File: src/rtl/utopia_tx_scheduler_pkg.sv
// Shared definitions for the Utopia TX cell scheduler: FSM state encoding and cell geometry.
package utopia_tx_scheduler_pkg;

    typedef enum logic [1:0] {
        IDLE = 2'd0,
        XFER = 2'd1,
        GAP  = 2'd2
    } sched_state_t;

    localparam int CELL_BYTES = 53;

endpackage

File: src/rtl/utopia_tx_scheduler_if.sv
// Handshake between the per-port cell queues/PHY status and the scheduler's datapath control outputs.
interface utopia_tx_scheduler_if
    import utopia_tx_scheduler_pkg::*;
#(
    parameter int NumTx     = 4,
    parameter int CellBytes = CELL_BYTES,
    parameter int CntW      = 16
);
    localparam int SelW  = $clog2(NumTx);
    localparam int ByteW = $clog2(CellBytes);

    logic [NumTx-1:0] port_en;
    logic [NumTx-1:0] req;
    logic [NumTx-1:0] clav;
    logic [SelW-1:0]  sel;
    logic [NumTx-1:0] grant;
    logic [ByteW-1:0] byte_idx;
    logic             soc;
    logic             en;
    logic [NumTx-1:0] ack;
    logic             busy;
    logic [CntW-1:0]  cell_count;

    modport master (
        input  port_en, req, clav,
        output sel, grant, byte_idx, soc, en, ack, busy, cell_count
    );

    modport slave (
        output port_en, req, clav,
        input  sel, grant, byte_idx, soc, en, ack, busy, cell_count
    );

endinterface

File: src/rtl/utopia_tx_scheduler_rr_pick.sv
// Rotating-priority picker: first set bit of i_eligible scanning from i_ptr+1 upward, wrapping mod N.
module rr_pick #(
    parameter int N = 4,
    parameter int W = (N > 1) ? $clog2(N) : 1
) (
    input  logic [N-1:0] i_eligible,
    input  logic [W-1:0] i_ptr,
    output logic [W-1:0] o_winner,
    output logic         o_found
);

    always_comb begin
        logic [W-1:0] w_idx;
        w_idx    = '0;
        o_found  = 1'b0;
        o_winner = '0;
        // i runs to N so the last-served port is still reachable when it is the only one eligible
        for (int i = 1; i <= N; i++) begin
            w_idx = W'((int'(i_ptr) + i) % N);
            if (!o_found && i_eligible[w_idx]) begin
                o_found  = 1'b1;
                o_winner = w_idx;
            end
        end
    end

endmodule

File: src/rtl/utopia_tx_scheduler.sv
// Round-robin Utopia TX cell scheduler; all outputs are registered copies of the state decode (one cycle behind state).
// state | meaning -- IDLE | arbitrate eligible ports ; XFER | one cell byte per cycle ; GAP | dead cycle, grant held
module utopia_tx_scheduler
    import utopia_tx_scheduler_pkg::*;
#(
    parameter int NumTx     = 4,
    parameter int CellBytes = CELL_BYTES,
    parameter int CntW      = 16
) (
    input logic                    clk_in,
    input logic                    reset,
    utopia_tx_scheduler_if.master  bus
);

    localparam int SelW  = $clog2(NumTx);
    localparam int ByteW = $clog2(CellBytes);
    localparam logic [ByteW-1:0] LastByte = ByteW'(CellBytes - 1);
    localparam logic [SelW-1:0]  PtrInit  = SelW'(NumTx - 1);

    sched_state_t     r_state;
    sched_state_t     w_state_nxt;
    logic [ByteW-1:0] r_byte;
    logic [ByteW-1:0] w_byte_nxt;
    logic [SelW-1:0]  r_sel;
    logic [SelW-1:0]  w_sel_nxt;
    logic [SelW-1:0]  r_ptr;
    logic [SelW-1:0]  w_ptr_nxt;
    logic [CntW-1:0]  r_cnt;
    logic [CntW-1:0]  w_cnt_nxt;

    logic [NumTx-1:0] w_eligible;
    logic [SelW-1:0]  w_winner;
    logic             w_found;

    logic [NumTx-1:0] w_onehot;
    logic [NumTx-1:0] w_grant;
    logic [NumTx-1:0] w_ack;
    logic             w_soc;
    logic             w_en;
    logic             w_busy;

    logic [SelW-1:0]  r_sel_out;
    logic [NumTx-1:0] r_grant_out;
    logic [ByteW-1:0] r_byte_out;
    logic             r_soc_out;
    logic             r_en_out;
    logic [NumTx-1:0] r_ack_out;
    logic             r_busy_out;
    logic [CntW-1:0]  r_cnt_out;

    assign w_eligible = bus.req & bus.clav & bus.port_en;

    rr_pick #(
        .N (NumTx),
        .W (SelW)
    ) u_rr_pick (
        .i_eligible (w_eligible),
        .i_ptr      (r_ptr),
        .o_winner   (w_winner),
        .o_found    (w_found)
    );

    always_ff @(posedge clk_in or negedge reset) begin
        if (!reset) begin
            r_state <= IDLE;
            r_byte  <= '0;
            r_sel   <= '0;
            r_ptr   <= PtrInit;
            r_cnt   <= '0;
        end else begin
            r_state <= w_state_nxt;
            r_byte  <= w_byte_nxt;
            r_sel   <= w_sel_nxt;
            r_ptr   <= w_ptr_nxt;
            r_cnt   <= w_cnt_nxt;
        end
    end

    // Inputs are looked at only in IDLE, so a started cell always runs to completion.
    always_comb begin
        w_state_nxt = r_state;
        w_byte_nxt  = r_byte;
        w_sel_nxt   = r_sel;
        w_ptr_nxt   = r_ptr;
        w_cnt_nxt   = r_cnt;
        case (r_state)
            IDLE: begin
                if (w_found) begin
                    w_state_nxt = XFER;
                    w_sel_nxt   = w_winner;
                    w_byte_nxt  = '0;
                end
            end
            XFER: begin
                if (r_byte == LastByte) begin
                    w_state_nxt = GAP;
                    w_ptr_nxt   = r_sel;
                    w_cnt_nxt   = r_cnt + CntW'(1);
                    w_byte_nxt  = '0;
                end else begin
                    w_byte_nxt  = r_byte + ByteW'(1);
                end
            end
            GAP: begin
                w_state_nxt = IDLE;
            end
            default: begin
                w_state_nxt = IDLE;
            end
        endcase
    end

    always_comb begin
        w_onehot = '0;
        w_onehot[r_sel] = 1'b1;
        w_grant  = '0;
        w_ack    = '0;
        w_soc    = 1'b0;
        w_en     = 1'b0;
        w_busy   = 1'b0;
        case (r_state)
            XFER: begin
                w_grant = w_onehot;
                w_en    = 1'b1;
                w_busy  = 1'b1;
                w_soc   = (r_byte == '0);
                w_ack   = (r_byte == LastByte) ? w_onehot : '0;
            end
            GAP: begin
                w_grant = w_onehot;
                w_busy  = 1'b1;
            end
            default: begin
                w_grant = '0;
            end
        endcase
    end

    always_ff @(posedge clk_in or negedge reset) begin
        if (!reset) begin
            r_sel_out   <= '0;
            r_grant_out <= '0;
            r_byte_out  <= '0;
            r_soc_out   <= 1'b0;
            r_en_out    <= 1'b0;
            r_ack_out   <= '0;
            r_busy_out  <= 1'b0;
            r_cnt_out   <= '0;
        end else begin
            r_sel_out   <= r_sel;
            r_grant_out <= w_grant;
            r_byte_out  <= r_byte;
            r_soc_out   <= w_soc;
            r_en_out    <= w_en;
            r_ack_out   <= w_ack;
            r_busy_out  <= w_busy;
            r_cnt_out   <= r_cnt;
        end
    end

    assign bus.sel        = r_sel_out;
    assign bus.grant      = r_grant_out;
    assign bus.byte_idx   = r_byte_out;
    assign bus.soc        = r_soc_out;
    assign bus.en         = r_en_out;
    assign bus.ack        = r_ack_out;
    assign bus.busy       = r_busy_out;
    assign bus.cell_count = r_cnt_out;

endmodule

File: src/flat_wrapper.sv
// flat-port wrapper written by rule: the top's interface ports become plain ports
module utopia_tx_scheduler_flat import utopia_tx_scheduler_pkg::*;
#(
    parameter int NumTx     = 4,
    parameter int CellBytes = CELL_BYTES,
    parameter int CntW      = 16
)
  (clk_in, reset, bus_port_en, bus_req, bus_clav, bus_sel, bus_grant, bus_byte_idx, bus_soc, bus_en, bus_ack, bus_busy, bus_cell_count);
  utopia_tx_scheduler_if #(.NumTx(NumTx), .CellBytes(CellBytes), .CntW(CntW)) bus_i ();
  input logic clk_in;
  input logic reset;
  input wire logic [$bits(bus_i.port_en)-1:0] bus_port_en;
  input wire logic [$bits(bus_i.req)-1:0] bus_req;
  input wire logic [$bits(bus_i.clav)-1:0] bus_clav;
  output wire logic [$bits(bus_i.sel)-1:0] bus_sel;
  output wire logic [$bits(bus_i.grant)-1:0] bus_grant;
  output wire logic [$bits(bus_i.byte_idx)-1:0] bus_byte_idx;
  output wire logic [$bits(bus_i.soc)-1:0] bus_soc;
  output wire logic [$bits(bus_i.en)-1:0] bus_en;
  output wire logic [$bits(bus_i.ack)-1:0] bus_ack;
  output wire logic [$bits(bus_i.busy)-1:0] bus_busy;
  output wire logic [$bits(bus_i.cell_count)-1:0] bus_cell_count;
  assign bus_i.port_en = bus_port_en;
  assign bus_i.req = bus_req;
  assign bus_i.clav = bus_clav;
  assign bus_sel = bus_i.sel;
  assign bus_grant = bus_i.grant;
  assign bus_byte_idx = bus_i.byte_idx;
  assign bus_soc = bus_i.soc;
  assign bus_en = bus_i.en;
  assign bus_ack = bus_i.ack;
  assign bus_busy = bus_i.busy;
  assign bus_cell_count = bus_i.cell_count;
  utopia_tx_scheduler #(.NumTx(NumTx), .CellBytes(CellBytes), .CntW(CntW)) u_core (.clk_in(clk_in), .reset(reset), .bus(bus_i));
endmodule
File: config.mk
export PLATFORM = sky130hd
export DESIGN_NAME = utopia_tx_scheduler_flat
export DESIGN_NICKNAME = d
export VERILOG_FILES = /design/src/rtl/utopia_tx_scheduler_pkg.sv /design/src/rtl/utopia_tx_scheduler_if.sv /design/src/rtl/utopia_tx_scheduler_rr_pick.sv /design/src/rtl/utopia_tx_scheduler.sv /design/src/flat_wrapper.sv
export SDC_FILE = /design/constraint.sdc
export NUM_CORES = 1
export LEC_CHECK = 0
export BUFFER_PORTS_ARGS = -buffer_cell sky130_fd_sc_hd__buf_2
export CORE_AREA = 5 5 57 109
export DETAILED_ROUTE_END_ITERATION = 7
export DIE_AREA = 0 0 62 114
export GPL_TIMING_DRIVEN = 0
export PLACE_DENSITY = 0.72
export SLEW_MARGIN = 20
export SYNTH_ARGS = -nofsm -noshare
export SYNTH_HDL_FRONTEND = slang
export SYNTH_HIERARCHICAL = 1
export SYNTH_SLANG_ARGS = --single-unit
File: constraint.sdc
create_clock -name clk_in -period 1.6 [get_ports clk_in]
set_input_delay 0.08 -clock clk_in [delete_from_list [all_inputs] [get_ports clk_in]]
set_output_delay 0.08 -clock clk_in [all_outputs]
set_load 0.1 [all_outputs]
---- Word level (Yosys, flattened, before mapping) ----
Cells that the tools add are included.
word-level totals
  latch bits .............................. 0
  ROM bits ................................ 0
  bits in registers ....................... 63
  RAM bits ................................ 0
  bits of input ports ..................... 14
  memories kept ........................... 0
operators by class
  order comparisons ....................... 6
  shift operators ......................... 0
  $add $sub $neg .......................... 6
  multipliers ............................. 0
  eq/ne operators ......................... 5
  div/mod/pow operators ................... 0
  bitwise operators ....................... 2
  mux-type cells .......................... 30
  reduce and logical (&&, ||, !) cells .... 15
operators with widths
  kind                                                         count
  adder 16 x 1 -> 16 bit (second input constant)               1
  less-than comparator 2 x 3 -> 1 bit (second input constant)  5
  two-way mux 1 bit                                            12
  two-way mux 2 bit                                            6
  two-way mux 4 bit                                            3
  two-way mux 6 bit                                            2
  one-hot mux 6 bit (2 select lines)                           1
  bitwise AND 4 bit                                            2
  binary-select mux 1 bit (select 2 bit)                       4
  AND reduction 2 bit                                          4
  adder 6 x 1 -> 6 bit (second input constant)                 1
  equality test 6 bit (second input constant)                  1
  logical NOT 6 bit                                            1
  adder 2 x 1 -> 2 bit (second input constant)                 2
  adder 2 bit (second input constant)                          2
  logical AND 1 bit                                            4
  one-hot mux 2 bit (2 select lines)                           1
  logical NOT 1 bit                                            3
  demux 1 bit (select 2 bit)                                   1
  equality test 2 x 1 -> 1 bit (second input constant)         1
  equality test 2 bit (second input constant)                  1
  >= comparator 2 x 1 -> 1 bit (second input constant)         1
  logical NOT 2 bit                                            1
  inequality test 2 x 1 -> 1 bit (second input constant)       1
  other kinds (3)                                              3

---- Depth between registers and ports, before layout ----
  word-level depth ........................ 16
  depth in mapped cells ................... 8
  depth with buffers taken out ............ 7

---- Hierarchy ----
The synthesis kept the hierarchy.
by module, submodules not included
  module               sequential area each (um2)  instances  cells each  area each (um2)
  utopia_tx_scheduler  1579.0                      1          184         2351.0
  rr_pick              0.0                         1          14          91.3

---- Worst setup path after synthesis ----
No wires, ideal clock.
  kind .................................... register to register
  start point ............................. register u_core.r_byte[0]
  end point ............................... register u_core.r_cnt[4]
  setup time .............................. 0.124 ns
  path buffers ............................ 0
  data arrival time ....................... 1.461 ns
  clock period less this slack ............ 1.585 ns
  setup slack ............................. 0.015 ns
  stages on the path, launching flop included .. 7
  cells stage by stage .................... dfrtp_1 > inv_1 > ha_1 > nand4b_1 > nor3_1 > nand4_1 > xnor2_1
between the ends
  longest elaborated chain between the ends .. 2
ends and longest elaborated chain
  what                           line                       source
  start, declared                utopia_tx_scheduler.sv:22  logic [ByteW-1:0] r_byte;
  start signal, assigned         utopia_tx_scheduler.sv:72  r_byte <= w_byte_nxt;
  equality test 6 bit            utopia_tx_scheduler.sv:95  if (r_byte == LastByte) begin
  AND reduction 2 bit (no line)  --
  end signal, assigned           utopia_tx_scheduler.sv:75  r_cnt <= w_cnt_nxt;
  end, declared                  utopia_tx_scheduler.sv:28  logic [CntW-1:0] r_cnt;
No other way between the ends.
A chain may end at the register's enable or synchronous reset.

---- Worst setup path in the final report ----
  start point ............................. register u_core.r_byte[1]
  end point ............................... register u_core.r_cnt[5]
Same word-level chain as after synthesis.

==> flow_metrics.tcl <==
set metrics [dict create \
    cp_data_arrival_time_ns 1.86 \
    vias 1698 \
    synth_warnings 6 \
    crit_slowest_cell "dfrtp_1" \
    clock.fmax_ghz 0.6196 \
    overflow 0 \
    placed_cells 306 \
    synth_edf_count 0 \
    comb_power_share_pct 34.3 \
    ios 49 \
    firstDrtPassIters 4 \
    hp-class "in2async" \
    period_share_pct 100.9 \
    finalPower_mw 5.028 \
    utilization_pct 60.69 \
    avgSynthCellArea_um2 12.34 \
    clkTransAtPathRegs_ns 0.07 \
    cts_sinks 63 \
    finalHoldViolations 0 \
    cp-start-kind "register" \
    setup_viol 2 \
    fin_cells 336 \
    synth_area_mm2 0.002442 \
    p_sw_share_pct 38.17 \
    synth_seq_cells 63 \
    critPathRequiredTime_ns 1.85 \
    synth_ff_type "dfrtp_1" \
    rows 38 \
    pwr-share-clk_pct 29.0 \
    violations "setup timing" \
    cts-htree-levels 3 \
    syn_nets 217 \
    grt_pass1_wl_um 7976 \
    numCtsBuffers 9 \
    cap_violations 0 \
    crit_path_end_kind "register" \
    clkLatencyLatePin_ns 0.32 \
    r2r_slack_ns -0.01 \
    wl_um 4685 \
    async_flop_share_pct 100.0 \
    yosysSeqAreaShare_pct 64.65 \
    die_w_um 62 \
    worst_pin_slew_ns 0.7592 \
    cp_num_buf_inv 2 \
    dieArea_mm2 0.007068 \
    slew_headroom_pct 49.39 \
    min_period_ns 1.614 \
    fin_nets 291 \
    grt_pass1_vias 1771 \
    crit_family "simple AND/OR/NAND/NOR gates" \
    gp_congestion 0.7969 \
    cts_tree "done" \
    fin_worst_skew_ns 0.007767 \
    worst-path-stages 7 \
    p_leak_nw 1.776 \
    avgViaCountPerCell 5.054 \
    crit_top_cell "and3_4" \
    die_y_um 114 \
    synth.distinct_cells 39 \
    grt.total_usage_pct 15.27 \
    nFillCells 446 \
    path_class "reg2reg" \
    reg2reg_depth 7 \
    core-area_mm2 0.005325 \
    dp_hpwl_um 3073 \
    slew_viol_final 0 \
    clockBufferDepth 2 \
    switchingPower_mw 1.919 \
    antenna_cells 0 \
    p_per_area_mw_per_mm2 1556 \
    worst_path_largest_cell_delay_ns 0.38 \
    crit_fanout 3 \
    syn_inst 198 \
    wl_per_cell_um 13.94 \
    rsz0062_at_grt "yes" \
    ant_nets 0 \
    start_util_pct 45.86 \
    grt_max_degree 64 \
    fin_ws_ns -0.01405 \
    drive_gt1_share_pct 38.04 \
    p_int_mw 3.109 \
    drtIter0Drc 53 \
    r2r-end "u_core/r_cnt[5]$_DFFE_PN0P_" \
    syn_to_final_growth_pct 32.33 \
    r2r_start "u_core/r_byte[1]$_DFFE_PN0P_" \
    antenna_found_initial 0 \
    cp_cell_sequence "inv_1, ha_2, and4b_2, buf_6, and3_4, and3_4, xor2_1" \
    port_buffers 48 \
    outcome "complete, but fails checks" \
    pwr-share-seq_pct 36.7 \
    clockRootBuffer "clkbuf_8" \
    drc 0 \
    ir_drop_uv 1413 \
]
state kept, by name, summed over array words and instances, names as in the netlist:
| name | count |
|---|---|
| u_core/r_cnt | 16 |
| u_core/r_sel | 2 |
| u_core/r_state | 2 |
| u_core/r_byte | 6 |
| u_core/bus.soc | 1 |
| u_core/bus.cell_count | 16 |
| u_core/bus.grant | 4 |
| u_core/bus.byte_idx | 6 |
| u_core/bus.busy | 1 |
| u_core/bus.en | 1 |
| u_core/bus.ack | 4 |
| u_core/bus.sel | 2 |
| u_core/r_ptr | 2 |
power by group through the flow:
stage	clock [mW]	combinational (mW)	sequential, mW
after floorplan	0	0.405	2.73
after global placement	0	1.51	1.88
after detailed placement	0	1.52	1.89
after CTS	1.49	1.72	1.85
after global routing	1.58	1.84	1.87
final	1.46	1.72	1.85
per-layer routing:
layer	up-vias	track usage [%]	wire length [um]
met1	814	19.19	1913
li1	836	-	-
met3	2	5.096	288
met5	-	0	0
met4	0	6.941	30
met2	46	23.20	2452
worst reg2reg max path, stage by stage, from the launching register on:
cell and delay, ns:
dfrtp_1 0.38, inv_1 0.06, ha_2 0.17, and4b_2 0.30, buf_6 0.13, and3_4 0.17, and3_4 0.18, xor2_1 0.14
cells in the mapped netlist (2+ instances only):
master / n / share of area (%)
mux2i_1: 2 / 0.82
dfstp_2: 2 / 2.2
a21oi_1: 7 / 1.4
mux2_2: 2 / 0.92
dfrtp_1: 61 / 62
clkbuf_1: 3 / 0.46
nor3_1: 8 / 1.6
a31oi_1: 3 / 0.77
o21ai_0: 5 / 1.0
nor2_1: 2 / 0.31
nor3b_1: 3 / 0.92
and3_1: 9 / 2.3
xnor2_1: 8 / 2.9
and3b_1: 2 / 0.72
nand2b_1: 5 / 1.3
nor4_1: 2 / 0.51
ha_1: 5 / 2.6
nand3_1: 10 / 2.0
nand4_1: 3 / 0.77
xor2_1: 7 / 2.5
a21o_1: 2 / 0.61
nand2_1: 21 / 3.2
inv_1: 10 / 1.5
placed cells by master (no fill, tap or decap), types with 3 or more instances in the layout:
cell	instances
a21oi_1	7
nor3_1	3
nand2_1	20
nand4_1	3
nand3_1	10
inv_1	9
buf_4	14
clkbuf_1	3
clkbuf_8	10
xor2_1	7
buf_2	47
nor3b_1	3
xnor2_1	8
a31oi_1	3
o21ai_0	4
nand2b_1	5
nor4_4	3
dfrtp_1	61
and3_1	8
nor3_4	4
logic make-up (layout without fill, tap and decap cells):
group	after synthesis	count (layout)	synth area share, %
AOI/OAI and AO/OA	21	21	5.379
xor gates and xnor gates	15	15	5.379
adders and majority gates	5	5	2.561
buffers and inverters	13	91	1.998
DFF	63	63	64.65
muxes	4	4	1.742
and+or+nand+nor	77	77	18.29
metrics by stage:
stage	setup slack (ns)	TNS [ns]	hold slack (ns)	instance area [um2]
detailed placement	-0.3885	-3.805	0.2052	2760
CTS	-0.0001843	-0.0001843	0.3665	3115
global route	-0.1308	-1.140	0.4025	3232
global placement	-0.3849	-3.768	0.3574	2758
finish	-0.01405	-0.01817	0.3728	3232
floorplan	0.01502	0	-0.2156	2442
how the worst max path moves through the flow:
stage | from | end | slack, ns
2_1_floorplan | u_core/r_byte[0]$_DFFE_PN0P_ | u_core/r_cnt[4]$_DFFE_PN0P_ | 0.02
5_1_grt | u_core/r_state[1]$_DFFE_PN0P_ | u_core/r_byte[5]$_DFFE_PN0P_ | -0.13
3_5_place_dp | u_core/r_byte[0]$_DFFE_PN0P_ | u_core/r_cnt[4]$_DFFE_PN0P_ | -0.39
4_1_cts | u_core/r_byte[0]$_DFFE_PN0P_ | u_core/r_cnt[13]$_DFFE_PN0P_ | -0.0002
6_report | u_core/r_byte[1]$_DFFE_PN0P_ | u_core/r_cnt[5]$_DFFE_PN0P_ | -0.01
3_3_place_gp | u_core/r_state[1]$_DFFE_PN0P_ | u_core/r_cnt[4]$_DFFE_PN0P_ | -0.38
area by class of cell:
class,count,area [um2],share of cell area [%]
clock buffer,11,141.4,4.375
inverter,10,37.54,1.161
multi-input combinational,122,952.2,29.46
timing repair buffer,63,361.6,11.19
buffer,3,15.01,0.4646
tap,60,75.07,2.323
sequential,63,1579,48.86
clock inverter,4,70.07,2.168
what timing repair did:
item | in CTS | in global routing
pin swaps | 2 | 10
hold buffers | 1 | 0
resized for setup | 14 | 15
hold endpoints to repair | 61 | 0
setup endpoints to repair | 22 | 17
setup buffers | 9 | 5
Note: power is estimated with default switching activity, not from simulation.
